**src/rtl/div_ratio_sequencer_pkg.sv**
```systemverilog
// Shared types and constants for the divide-ratio sequencer.
// Optional feature macro used by the top level: DIV_BURST_EN.
package div_ctrl_pkg;

    typedef enum logic {
        IDLE = 1'b0,
        RUN  = 1'b1
    } state_t;

    // Smallest ratio that still yields a distinct high and low phase.
    localparam int MIN_DIV = 2;

    // Ratio loaded whenever the block is reset.
    localparam int RST_DIV_DEFAULT = 3;

endpackage

```
**src/rtl/div_ratio_sequencer_if.sv**
```systemverilog
// Ratio-configuration handshake bundle for the divide-ratio sequencer.
// Master offers a ratio; slave reports acceptance readiness and illegal ratios.
interface div_ratio_sequencer_if #(
    parameter int CNT_W = 8
);
    logic             cfg_valid;
    logic [CNT_W-1:0] cfg_div;
    logic             cfg_ready;
    logic             cfg_err;

    modport master (
        output cfg_valid,
        output cfg_div,
        input  cfg_ready,
        input  cfg_err
    );

    modport slave (
        input  cfg_valid,
        input  cfg_div,
        output cfg_ready,
        output cfg_err
    );
endinterface

```
**src/rtl/div_ratio_sequencer_phase_counter.sv**
```systemverilog
// Phase counter for the divide-ratio sequencer: counts 0..N-1 while running,
// flags the last phase (tick / wrap) and decodes the divided waveform.
module div_phase_counter #(
    parameter int CNT_W = 8
) (
    input  logic             clk_in,
    input  logic             rst_n,
    input  logic             run,
    input  logic [CNT_W-1:0] div_act,
    output logic             tick,
    output logic             q_out
);
    logic [CNT_W-1:0] phase;
    logic [CNT_W-1:0] high_len;

    // Last phase of the period; div_act is never below 2, so N-1 cannot underflow.
    assign tick = run && (phase == (div_act - 1'b1));

    // ceil(N/2) computed without widening: floor(N/2) plus the odd bit.
    assign high_len = (div_act >> 1) + {{(CNT_W-1){1'b0}}, div_act[0]};
    assign q_out    = run && (phase < high_len);

    // Phase advances while running, returns to 0 at the wrap and whenever idle.
    always_ff @(posedge clk_in or negedge rst_n) begin
        // NOTE: state registers use non-blocking assignment so every flop samples pre-edge values.
        if (!rst_n) begin
            phase <= '0;
        end else if (!run || tick) begin
            phase <= '0;
        end else begin
            phase <= phase + 1'b1;
        end
    end
endmodule

```
**src/rtl/div_ratio_sequencer.sv**
```systemverilog
// Divide-ratio sequencer top: run/idle FSM, ratio handshake with one pending
// slot applied only at period boundaries, and optional burst mode.
// Optional feature macro: DIV_BURST_EN (adds burst_len input and done output).
module div_ratio_sequencer
    import div_ctrl_pkg::*;
#(
    parameter int CNT_W   = 8,
    parameter int RST_DIV = RST_DIV_DEFAULT
) (
    input  logic                   clk_in,
    input  logic                   rst_n,
    input  logic                   enable,
    div_ratio_sequencer_if.slave   cfg,
`ifdef DIV_BURST_EN
    input  logic [CNT_W-1:0]       burst_len,
    output logic                   done,
`endif
    output logic                   busy,
    output logic                   tick,
    output logic                   q_out
);
    state_t           state;
    logic [CNT_W-1:0] div_act;
    logic [CNT_W-1:0] pend_div;
    logic             pend_valid;
    logic             err_q;
    logic             accept;
    logic             illegal;
    logic             start_ok;
    logic             burst_stop;

    assign busy          = (state == RUN);
    assign cfg.cfg_ready = !pend_valid;
    assign cfg.cfg_err   = err_q;
    assign accept        = cfg.cfg_valid && !pend_valid;
    assign illegal       = (cfg.cfg_div < CNT_W'(MIN_DIV));

    div_phase_counter #(
        .CNT_W (CNT_W)
    ) u_phase (
        .clk_in  (clk_in),
        .rst_n   (rst_n),
        .run     (busy),
        .div_act (div_act),
        .tick    (tick),
        .q_out   (q_out)
    );

`ifdef DIV_BURST_EN
    logic [CNT_W-1:0] burst_left;
    logic             restart_hold;

    // burst_left of 0 means continuous; 1 means the current period is the last.
    assign burst_stop = tick && (burst_left == {{(CNT_W-1){1'b0}}, 1'b1});
    assign done       = burst_stop;
    assign start_ok   = !restart_hold;

    // Burst bookkeeping: load on start, count completed periods, demand an enable low phase before restart.
    always_ff @(posedge clk_in or negedge rst_n) begin
        if (!rst_n) begin
            burst_left   <= '0;
            restart_hold <= 1'b0;
        end else if (state == IDLE) begin
            if (enable && !restart_hold) begin
                burst_left <= burst_len;
            end
            if (!enable) begin
                restart_hold <= 1'b0;
            end
        end else if (tick) begin
            if (burst_stop) begin
                restart_hold <= 1'b1;
            end else if (burst_left > {{(CNT_W-1){1'b0}}, 1'b1}) begin
                burst_left <= burst_left - 1'b1;
            end
        end
    end
`else
    assign burst_stop = 1'b0;
    assign start_ok   = 1'b1;
`endif

    // Run/idle FSM: start on enable, stop only at a wrap so periods are never truncated.
    always_ff @(posedge clk_in or negedge rst_n) begin
        if (!rst_n) begin
            state <= IDLE;
        end else begin
            case (state)
                IDLE: if (enable && start_ok)             state <= RUN;
                RUN:  if (tick && (!enable || burst_stop)) state <= IDLE;
                default:                                   state <= IDLE;
            endcase
        end
    end

    // Ratio handshake: immediate load when idle, otherwise park in the pending slot until the next wrap.
    always_ff @(posedge clk_in or negedge rst_n) begin
        // NOTE: pend_div is a single data register, so it is reset along with its valid flag.
        if (!rst_n) begin
            div_act    <= CNT_W'(RST_DIV);
            pend_div   <= '0;
            pend_valid <= 1'b0;
            err_q      <= 1'b0;
        end else begin
            err_q <= accept && illegal;
            if (pend_valid && ((state == IDLE) || tick)) begin
                div_act    <= pend_div;
                pend_valid <= 1'b0;
            end
            if (accept && !illegal) begin
                if (state == IDLE) begin
                    div_act <= cfg.cfg_div;
                end else begin
                    pend_div   <= cfg.cfg_div;
                    pend_valid <= 1'b1;
                end
            end
        end
    end
endmodule

```
**src/flat_wrapper.sv**
```systemverilog
// flat-port wrapper written by rule: the top's interface ports become plain ports
module div_ratio_sequencer_flat import div_ctrl_pkg::*;
#(
    parameter int CNT_W   = 8,
    parameter int RST_DIV = RST_DIV_DEFAULT
)
  (clk_in, rst_n, enable, busy, tick, q_out, cfg_cfg_valid, cfg_cfg_div, cfg_cfg_ready, cfg_cfg_err);
  div_ratio_sequencer_if #(.CNT_W(CNT_W)) cfg_i ();
  input  logic clk_in;
  input  logic rst_n;
  input  logic enable;
  output logic busy;
  output logic tick;
  output logic q_out;
  input wire logic [$bits(cfg_i.cfg_valid)-1:0] cfg_cfg_valid;
  input wire logic [$bits(cfg_i.cfg_div)-1:0] cfg_cfg_div;
  output wire logic [$bits(cfg_i.cfg_ready)-1:0] cfg_cfg_ready;
  output wire logic [$bits(cfg_i.cfg_err)-1:0] cfg_cfg_err;
  assign cfg_i.cfg_valid = cfg_cfg_valid;
  assign cfg_i.cfg_div = cfg_cfg_div;
  assign cfg_cfg_ready = cfg_i.cfg_ready;
  assign cfg_cfg_err = cfg_i.cfg_err;
  div_ratio_sequencer #(.CNT_W(CNT_W), .RST_DIV(RST_DIV)) u_core (.clk_in(clk_in), .rst_n(rst_n), .enable(enable), .cfg(cfg_i), .busy(busy), .tick(tick), .q_out(q_out));
endmodule
```
**config.mk**
```make
export PLATFORM = sky130hd
export DESIGN_NAME = div_ratio_sequencer_flat
export DESIGN_NICKNAME = d
export VERILOG_FILES = /design/src/rtl/div_ratio_sequencer_pkg.sv /design/src/rtl/div_ratio_sequencer_if.sv /design/src/rtl/div_ratio_sequencer_phase_counter.sv /design/src/rtl/div_ratio_sequencer.sv /design/src/flat_wrapper.sv
export SDC_FILE = /design/constraint.sdc
export NUM_CORES = 1
export LEC_CHECK = 0
export ABC_AREA = 1
export ABC_CLOCK_PERIOD_IN_PS = 5690
export CAP_MARGIN = 20
export CORE_MARGIN = 3
export CORE_UTILIZATION = 57
export DETAILED_ROUTE_END_ITERATION = 10
export PLACE_DENSITY_LB_ADDON = 0.15
export REMOVE_ABC_BUFFERS = 1
export SYNTH_ARGS = -nofsm -noshare
export SYNTH_HDL_FRONTEND = slang
export SYNTH_SLANG_ARGS = --single-unit
export TNS_END_PERCENT = 50
```
**constraint.sdc**
```tcl
create_clock -name clk_in -period 5.69 [get_ports clk_in]
set_input_delay 1.4225 -clock clk_in [delete_from_list [all_inputs] [get_ports clk_in]]
set_output_delay 1.4225 -clock clk_in [all_outputs]
set_load 0.02 [all_outputs]
```
==> reports/metrics.yaml <==
outcome:
  status: "finished clean"
global_routing:
  grt_pass1_wl_um: 6010
  grt_max_degree: 28
  grt_util_met3: 0.0270
  grt-busiest-layer: "met2"
  grt_use_total: 0.191
  grt_pass1_vias: 1382
  grt_util_met1: 0.235
  antenna_found_initial: 0
  grt_overflow: 0
  use_met2: 0.332
layout:
  num_antenna_cells: 0
  synthToLayoutAreaGrowth_pct: 11.1
  nNetsFinal: 286
  final_layout_size_suffix_gt1_frac: 0.0878
  final_util: 0.699
critical_path:
  cp_data_required_time_ns: 4.27
  criticalPathCategory: "register to output pin"
  worstPathMaxFanout: 3
  end_kind: "output pin"
  cp-start-kind: "register"
  critPathArrivalTime_ns: 2.83
yosys:
  yosysTopAreaCellShare: 0.343
  synth_edf_count: 0
  synth-seq-area-share: 0.372
  synth-main-ff-cell: "dfrtp_1"
  netlist_top_cells_count: "71 x nand2_1, 32 x inv_1, 31 x nand3_1"
  ys_ff_latch: 27
  netlist_instances: 246
  async_flop_share: 1.00
  mappedNetlistArea_um2: 1820
  syn-mean-instance-area_um2: 7.42
  yosysWarnings: 0
  synth_cell_type_count: 27
  synthTopCellsByArea: "dfrtp_1 34%, nand2_1 15%, nand3_1 8.5%"
  synth.most_common_cell: "nand2_1"
  yosys.area.top_type: "dfrtp_1"
placed_design:
  gp_congestion: 0.899
  dp_hpwl_um: 2630
  io_buffers: 16
clock_network:
  clkTransAtPathRegs_ns: 0.14
  clockBufferDepth: 2
  clock_sinks: 27
  cts_tree: "done"
  cts_root_buf: "clkbuf_4"
  htreeDepth: 1
  ctsResizeCount: 0
  clock_latency_ns: 0.32
  cts_inserted_buffers: 3
  post-cts-setup-buffers: 0
  cts_hold_buf: 0
floorplan:
  io_pins: 17
  fp-row-count: 19
  die_w_um: 62.6
  dieArea_um2: 3920
  coreArea_um2: 2900
  initial_core_util: 0.629
  die_h_um: 62.6
timing:
  finClkSkew_ns: 0.00167
  slew_viol_final: 0
  fmax_ghz: 0.235
  rsz0062_at_grt: "no"
  slew_headroom: 0.753
  tns_ns: 0
  worstMarginPinSlew_ns: 0.371
  finalCritPeriodShare: 0.747
  min_period_ns: 4.25
  finalSetupViolCount: 0
  finalHoldViolations: 0
routing:
  route.detailed.drc: 0
  dr.pass1.iters: 4
  postRouteAntennaNets: 0
  via_per_inst: 5.00
  wl_per_cell_um: 11.2
  vias: 1520
  wirelength_um: 3410
  drt_iter0_drc: 58
power_and_ir_drop:
  vdd_drop_max_mv: 0.103
  power.total_mw: 0.291
  power_density_nw_per_um2: 144
  leakagePower_nw: 1.08
worst_hold_path:
  min-delay-path-class: "register to register"
job:
  maxCapViolCount: 0
[metrics by stage]
stage | area [um2] | hold slack, ns | setup WS [ns] | std cells
after floorplan | 1780 | 0.453 | 2.19 | 241
after global placement | 2000 | 0.465 | 1.83 | 300
after detailed placement | 2000 | 0.473 | 1.81 | 300
after CTS | 2030 | 0.509 | 1.41 | 304
after global routing | 2030 | 0.533 | 1.18 | 304
final | 2030 | 0.503 | 1.44 | 304
[worst paths after layout]
path	from	endpoint	slack [ns]	depth (start not counted)
min in group asynchronous	rst_n	u_core.u_phase.phase[4]	1.46	2
setup / recovery	u_core.div_act[0]	q_out	1.44	10
setup reg to reg	u_core.div_act[0]	u_core.div_act[2]	3.40	15
hold reg to reg	u_core.pend_div[1]	u_core.pend_div[1]	0.50	2
hold / removal	u_core.pend_div[1]	u_core.pend_div[1]	0.50	2
max in group asynchronous	rst_n	u_core.div_act[1]	3.93	2
[worst max-delay path, stage by stage, from the launching register on]
cell	delay, ns
dfstp_2	0.58
ha_1	0.17
nand3_1	0.12
xor2_1	0.17
ha_1	0.30
a21oi_1	0.13
nand2_1	0.07
nand3_1	0.06
nand2_1	0.06
a311oi_1	0.20
clkdlybuf4s50_1	0.64
[registers in the layout, indices dropped and copies added (netlist names)]
name                  flops
u_core.cfg.cfg_err        1
u_core.busy               1
u_core.pend_valid         1
u_core.u_phase.phase      8
u_core.pend_div           8
u_core.div_act            8
[report_power, final]
group,internal (mW),switching (mW),leakage [nW]
Sequential,0.192,0,0.319
Clock,0.0275,0.0575,0.0150
Combinational,0.00739,0.00651,0.745
Total,0.227,0.0640,1.08
[layer usage]
metal / wire, um / up-vias
met2: 1650 / 25
met5: 0 / -
li1: - / 811
met3: 104 / 6
met1: 1590 / 678
met4: 64 / 0
[final cells by class]
cell class	count	area (um2)
Sequential cell	27	678
Inverter	37	139
Timing Repair Buffer	17	168
Fill cell	266	873
Clock buffer	4	26.3
Multi-Input combinational cell	177	963
Tap cell	42	52.6
[cell usage in the layout, fill, tap and decap left out, types with 2 or more instances in the layout]
master,Yosys,final
nand2_1,71,71
inv_1,32,32
nand3_1,31,31
dfrtp_1,25,25
nor2_1,21,21
clkdlybuf4s50_1,0,16
ha_1,11,11
a21oi_1,9,9
xor2_1,6,6
o21ai_0,6,6
inv_2,5,5
nor3b_2,4,4
nor2_2,3,3
clkbuf_4,0,3
nand2_4,2,2
nand4_1,2,2
nor3_1,2,2
dfstp_2,2,2
[cells by family after synthesis]
logic type,share of synthesized area
and+or+nand+nor,0.358
AOI/OAI and AO/OA,0.0487
xor gates and xnor gates,0.0460
adders and majority gates,0.0754
DFF,0.372
buffers and inverters,0.100
(Power assumes the default switching activity.)
